--- src/rtl/dmem_port_arbiter_pkg.sv ---
// Shared types and defaults for the data-memory port arbiter.
package dmem_port_arbiter_pkg;

    typedef enum logic [1:0] {
        OWN_NONE = 2'b00,
        OWN_CPU  = 2'b01,
        OWN_EXT  = 2'b10
    } owner_e;

    localparam int unsigned DEF_WIDTH     = 32;
    localparam int unsigned DEF_ADDR_W    = 32;
    localparam int unsigned DEF_MAX_WAIT  = 4;
    localparam int unsigned DEF_LOCK_IDLE = 8;

endpackage

--- src/rtl/dmem_port_arbiter_sat_counter.sv ---
// Saturating event counter built as a down-counter from MAX with terminal-count compare.
// will_max flags the increment that makes the count reach MAX on the next edge.
module dmem_port_arbiter_sat_counter #(
    parameter int unsigned MAX = 4
) (
    input  logic clk,
    input  logic rst,
    input  logic inc,
    input  logic clr,
    output logic at_max,
    output logic will_max
);

    localparam int unsigned   CW   = (MAX < 2) ? 1 : $clog2(MAX + 1);
    localparam logic [CW-1:0] LOAD = CW'(MAX);

    logic [CW-1:0] rem_q;
    logic [CW-1:0] rem_d;

    always_comb begin
        rem_d = rem_q;
        if (clr) begin
            rem_d = LOAD;
        end else if (inc && (rem_q != '0)) begin
            rem_d = rem_q - CW'(1);
        end
    end

    always_ff @(posedge clk or posedge rst) begin
        if (rst) begin
            rem_q <= LOAD;
        end else begin
            rem_q <= rem_d;
        end
    end

    assign at_max   = (rem_q == '0);
    assign will_max = inc && !clr && (rem_q == CW'(1));

endmodule

--- src/rtl/dmem_port_arbiter.sv ---
// Arbitrates the single Data_Memory port between the MIPS core (default priority) and an
// external master with starvation-bounded access and optional locked bursts.
module dmem_port_arbiter
    import dmem_port_arbiter_pkg::*;
#(
    parameter int unsigned WIDTH     = DEF_WIDTH,
    parameter int unsigned ADDR_W    = DEF_ADDR_W,
    parameter int unsigned MAX_WAIT  = DEF_MAX_WAIT,
    parameter int unsigned LOCK_IDLE = DEF_LOCK_IDLE
) (
    input  logic              clk,
    input  logic              rst,
    input  logic              cpu_req,
    input  logic              cpu_we,
    input  logic [ADDR_W-1:0] cpu_addr,
    input  logic [WIDTH-1:0]  cpu_wdata,
    output logic [WIDTH-1:0]  cpu_rdata,
    output logic              cpu_stall,
    input  logic              ext_valid,
    input  logic              ext_we,
    input  logic              ext_lock,
    input  logic [ADDR_W-1:0] ext_addr,
    input  logic [WIDTH-1:0]  ext_wdata,
    output logic              ext_ready,
    output logic [WIDTH-1:0]  ext_rdata,
    output logic              ext_rvalid,
    output logic              mem_we,
    output logic [ADDR_W-1:0] mem_addr,
    output logic [WIDTH-1:0]  mem_wdata,
    input  logic [WIDTH-1:0]  mem_rdata,
    output logic [1:0]        owner
);

    owner_e            own_raw;
    logic              ext_accept;
    logic              wait_at_max;
    logic              wait_near_unused;
    logic              idle_at_max;
    logic              idle_will_max;
    logic              lock_q;
    logic              lock_d;
    logic              ext_rvalid_q;
    logic              ext_rvalid_d;
    logic [WIDTH-1:0]  ext_rdata_q;
    logic [WIDTH-1:0]  ext_rdata_d;

    // State-update path deliberately ignores rst; reset only gates the visible outputs.
    always_comb begin
        own_raw = OWN_NONE;
        if (lock_q) begin
            own_raw = OWN_EXT;
        end else if (ext_valid && wait_at_max) begin
            own_raw = OWN_EXT;
        end else if (cpu_req) begin
            own_raw = OWN_CPU;
        end else if (ext_valid) begin
            own_raw = OWN_EXT;
        end
    end

    assign ext_accept = (own_raw == OWN_EXT) && ext_valid;

    dmem_port_arbiter_sat_counter #(.MAX(MAX_WAIT)) u_wait_cnt (
        .clk      (clk),
        .rst      (rst),
        .inc      (ext_valid && !ext_accept),
        .clr      (ext_accept),
        .at_max   (wait_at_max),
        .will_max (wait_near_unused)
    );

    dmem_port_arbiter_sat_counter #(.MAX(LOCK_IDLE)) u_idle_cnt (
        .clk      (clk),
        .rst      (rst),
        .inc      (lock_q && !ext_valid),
        .clr      (!lock_q || ext_valid),
        .at_max   (idle_at_max),
        .will_max (idle_will_max)
    );

    // Unlock on the edge where the idle count reaches LOCK_IDLE, so the cpu owns the next cycle.
    always_comb begin
        lock_d = lock_q;
        if (ext_accept) begin
            lock_d = ext_lock;
        end else if (idle_will_max || idle_at_max) begin
            lock_d = 1'b0;
        end
    end

    always_comb begin
        ext_rvalid_d = ext_accept && !ext_we;
        ext_rdata_d  = ext_rvalid_d ? mem_rdata : ext_rdata_q;
    end

    always_ff @(posedge clk or posedge rst) begin
        if (rst) begin
            lock_q       <= 1'b0;
            ext_rvalid_q <= 1'b0;
            ext_rdata_q  <= '0;
        end else begin
            lock_q       <= lock_d;
            ext_rvalid_q <= ext_rvalid_d;
            ext_rdata_q  <= ext_rdata_d;
        end
    end

    always_comb begin
        owner     = OWN_NONE;
        cpu_stall = 1'b0;
        ext_ready = 1'b0;
        mem_we    = 1'b0;
        mem_addr  = '0;
        mem_wdata = '0;
        if (!rst) begin
            owner     = own_raw;
            cpu_stall = cpu_req && (own_raw != OWN_CPU);
            ext_ready = ext_accept;
            if (own_raw == OWN_EXT) begin
                mem_addr  = ext_addr;
                mem_wdata = ext_wdata;
                mem_we    = ext_we && ext_valid;
            end else begin
                mem_addr  = cpu_addr;
                mem_wdata = cpu_wdata;
                mem_we    = (own_raw == OWN_CPU) && cpu_req && cpu_we;
            end
        end
    end

    assign cpu_rdata  = mem_rdata;
    assign ext_rdata  = ext_rdata_q;
    assign ext_rvalid = ext_rvalid_q;

endmodule
--- config.mk ---
export PLATFORM = sky130hd
export DESIGN_NAME = dmem_port_arbiter
export DESIGN_NICKNAME = d
export VERILOG_FILES = /design/src/rtl/dmem_port_arbiter_pkg.sv /design/src/rtl/dmem_port_arbiter_sat_counter.sv /design/src/rtl/dmem_port_arbiter.sv
export SDC_FILE = /design/constraint.sdc
export NUM_CORES = 1
export LEC_CHECK = 0
export ABC_AREA = 1
export CELL_PAD_IN_SITES_DETAIL_PLACEMENT = 1
export CELL_PAD_IN_SITES_GLOBAL_PLACEMENT = 2
export CORE_UTILIZATION = 15
export CTS_CLUSTER_SIZE = 28
export DETAILED_ROUTE_END_ITERATION = 12
export MAX_ROUTING_LAYER = met4
export PLACE_DENSITY = 0.95
export SYNTH_ARGS = -nofsm -noshare
export SYNTH_HDL_FRONTEND = slang
export SYNTH_SLANG_ARGS = --single-unit
export TNS_END_PERCENT = 10
--- constraint.sdc ---
create_clock -name clk -period 5.5 [get_ports clk]
set_clock_uncertainty 0.2 [all_clocks]
set_input_delay 1.1 -clock clk [delete_from_list [all_inputs] [get_ports clk]]
set_output_delay 1.1 -clock clk [all_outputs]
set_load 0.05 [all_outputs]
==> summary.txt <==
Post-Syn Area -> 3550 um^2
I/O Buffers -> 300
Via density -> 4.02
total gr overflow -> 0
Worst-Skew Late Latency -> 0.28 ns
fin worst setup slack -> 1.21 ns
PwrDens -> 301 nW/um^2
die width -> 156 um
Setup Buffers After CTS -> 0
Max Root-Sink Buffers -> 2
Net Switching -> 1.05 mW
minimum clock period -> 4.29 ns
startpoint of the worst hold path -> ext_rdata[23]$_DFFE_PP0P_
Num CTS Buffers -> 5
Rel. slew slack -> 31.6%
Die Y -> 156 um
Synth top cells by count -> 149 x nand2_1, 136 x nor2_1, 78 x inv_1
most frequent cell after synthesis -> nand2_1
cell leakage power -> 3.55 nW
ANT nets after route -> 0
htree depth -> 2
cell breakdown of the critical path -> clkdlybuf4s50_1 -> nand2_1 -> nand2_1 -> nor2_4 -> buf_12 -> nor2_1 -> nor2_1 -> buf_12
Crit path max-delay family -> buffers and inverters
routed wire length -> 16000 um
CP endpoint kind -> primary output
# fillers -> 2765
Net Sw Frac -> 46.9%
post-synthesis adder-cell area fraction -> 1.41%
Post-Synth Simple-Gate Area -> 46.7%
clk slew on worst S/H paths -> 0.06 ns
die area -> 24300 um^2
max incr delay on CP -> 0.56 ns
max_cap viols -> 0
site row count -> 55
syn_nets -> 767
top_reg_cell synth -> dfrtp_1
area of the multi-input gates -> 1770 um^2
area grow syn2layout -> 109%
unrepaired setup endpoints after global routing -> no
Final Hold Vio Count -> 0
Synth area leader -> dfrtp_1
Synth top area share -> 27.5%
Max Freq -> 233 MHz
TritonCTS clock tree -> yes
post-DP HPWL -> 12400 um
GRT Overall Usage -> 13.1%
vias in the first global route -> 4797
Register Area -> 1030 um^2
wire length per cell -> 13.9 um
largest net degree at the start of global routing -> 74
core area -> 22900 um^2
outcome -> finished clean
warnings from Yosys -> 0
Ports -> 301
Comb power frac -> 65.8%
fraction of registers with async set/reset -> 100%
# resized after CTS -> 0
post-synthesis compound-gate area fraction -> 1.23%
hold_buf cts -> 0
fin crit share -> 77.9%
Buf/Inv on CP -> 3
Clock power frac -> 15.7%
via count -> 4627
WS Path Type -> input pin to primary output
largest family of logic cells by synthesized area -> simple AND/OR/NAND/NOR gates
Starting Density -> 15.5%
Seq/Total Area, Yosys -> 29.0%
DRT Pass-1 Iters -> 4
Worst Hold Class -> register to register
clk root buf -> clkbuf_16
Post-Syn Instances -> 596
Initial DRC Count -> 161
Crit. Startpoint -> ext_valid
multiplexer share of the synthesized area -> 0%
initial antenna violation count -> 1
Worst EP arrival -> 2.99 ns
# DRC -> 0
crit start category -> input pin
CTS sink cnt -> 41
final-stage net count -> 1008
RR Startpoint -> u_wait_cnt.rem_q[0]$_DFFE_PP0P_
number of synthesized register bits -> 41
post-synthesis xor/xnor area fraction -> 0.247%
Final Wtd Congestion -> 0.730
final-report setup violation count -> 0
first-pass GRT wire length -> 24500 um
Slew @ Worst Pin -> 1.02 ns
peak supply drop -> 0.195 mV
CP required -> 4.20 ns
Unique masters post-synth -> 22
Area contributors post-synth -> dfrtp_1 27%, nand2_1 16%, nor2_1 14%
Reg power frac -> 18.5%
CP max-delay cell -> clkdlybuf4s50_1
setup_tns -> 0 ns
post-placement worst setup slack -> 1.19 ns
Max FO, Critical Path -> 60
internal power -> 1.18 mW
layout cells sized above 1 -> 11.1%
Syn Area/Cell -> 5.96 um^2
Post-synth EDFFs -> 0
Slew Limit Fails -> 0
==> cells in the final DEF (no fill, tap or decap), drive strengths merged <==
cell / count
clkdlybuf4s50: 231
nand2: 149
nor2: 138
inv: 78
buf: 77
nand3: 70
dfrtp: 39
nand4: 33
clkbuf: 6
ha: 4
o21ai: 3
dfstp: 2
a21oi: 2
diode: 1
or2: 1
nand3b: 1
xor2: 1
o211ai: 1
clkinvlp: 1
bufinv: 1
==> tightest hold or removal path: cells and delay by family (launching register included) <==
family / cells / cell delay [ns]
and+or+nand+nor: 2 / 0.09
DFF: 1 / 0.34
==> power by group through the flow <==
stage                     Clock (mW)  Sequential [mW]  Combinational [mW]
after floorplan                    0            0.607               0.641
after global placement             0            0.413                1.47
after detailed placement           0            0.417                1.48
after CTS                      0.358            0.413                1.49
after global routing           0.370            0.423                1.56
final                          0.350            0.411                1.47
==> path summary, 6_finish.rpt <==
check	to	slack (ns)	depth (start not counted)
worst max-delay path	mem_wdata[17]	1.21	8
max in group asynchronous	u_idle_cnt.rem_q[0]$_DFFE_PP0P_	2.95	3
worst max register to register	ext_rdata[14]$_DFFE_PP0P_	2.95	9
worst min-delay path	ext_rdata[23]$_DFFE_PP0P_	0.27	2
min in group asynchronous	ext_rdata[7]$_DFFE_PP0P_	1.32	2
worst min register to register	ext_rdata[23]$_DFFE_PP0P_	0.27	2
==> stage by stage <==
stage	cell area, um^2	power [mW]	util [%]	hold slack (ns)	cells
after floorplan	3550	1.25	-	0.249	596
after global placement	7230	1.88	31.6	0.252	1143
after detailed placement	7230	1.90	31.6	0.258	1143
after CTS	7410	2.26	32.3	0.273	1151
after global routing	7410	2.35	32.4	0.301	1152
final	7410	2.23	32.4	0.267	1152
==> state kept, by name, summed over array words and instances (netlist names) <==
register / flops
ext_rvalid: 1
u_wait_cnt.rem_q: 3
lock_q: 1
ext_rdata: 32
u_idle_cnt.rem_q: 4
==> kinds of logic (layout without fill, tap and decap cells) <==
kind of cell / count (synthesis) / in the layout
other: 0 / 1
adder cells (fa/ha/maj): 4 / 4
buffers and inverters: 152 / 394
AND/OR/NAND/NOR: 392 / 392
AO/OA/AOI/OAI: 6 / 6
flip-flops: 41 / 41
XOR/XNOR: 1 / 1
==> layout make-up <==
class	count	area share, %
Sequential cell	41	13.9
Multi-Input combinational cell	403	23.8
Inverter	78	3.98
Timing Repair Buffer	308	50.6
Clock buffer	6	1.87
Tap cell	313	5.28
Antenna cell	1	0.0338
Clock inverter	2	0.506
==> routing by layer <==
metal / vias to the layer above / wire, um / track usage, %
met5: - / 0 / -
met3: 14 / 1140 / 2.69
met4: 0 / 237 / 3.13
met2: 189 / 8200 / 24.6
li1: 2273 / - / -
met1: 2151 / 6430 / 14.0
Power figures use the tool's default switching activity.
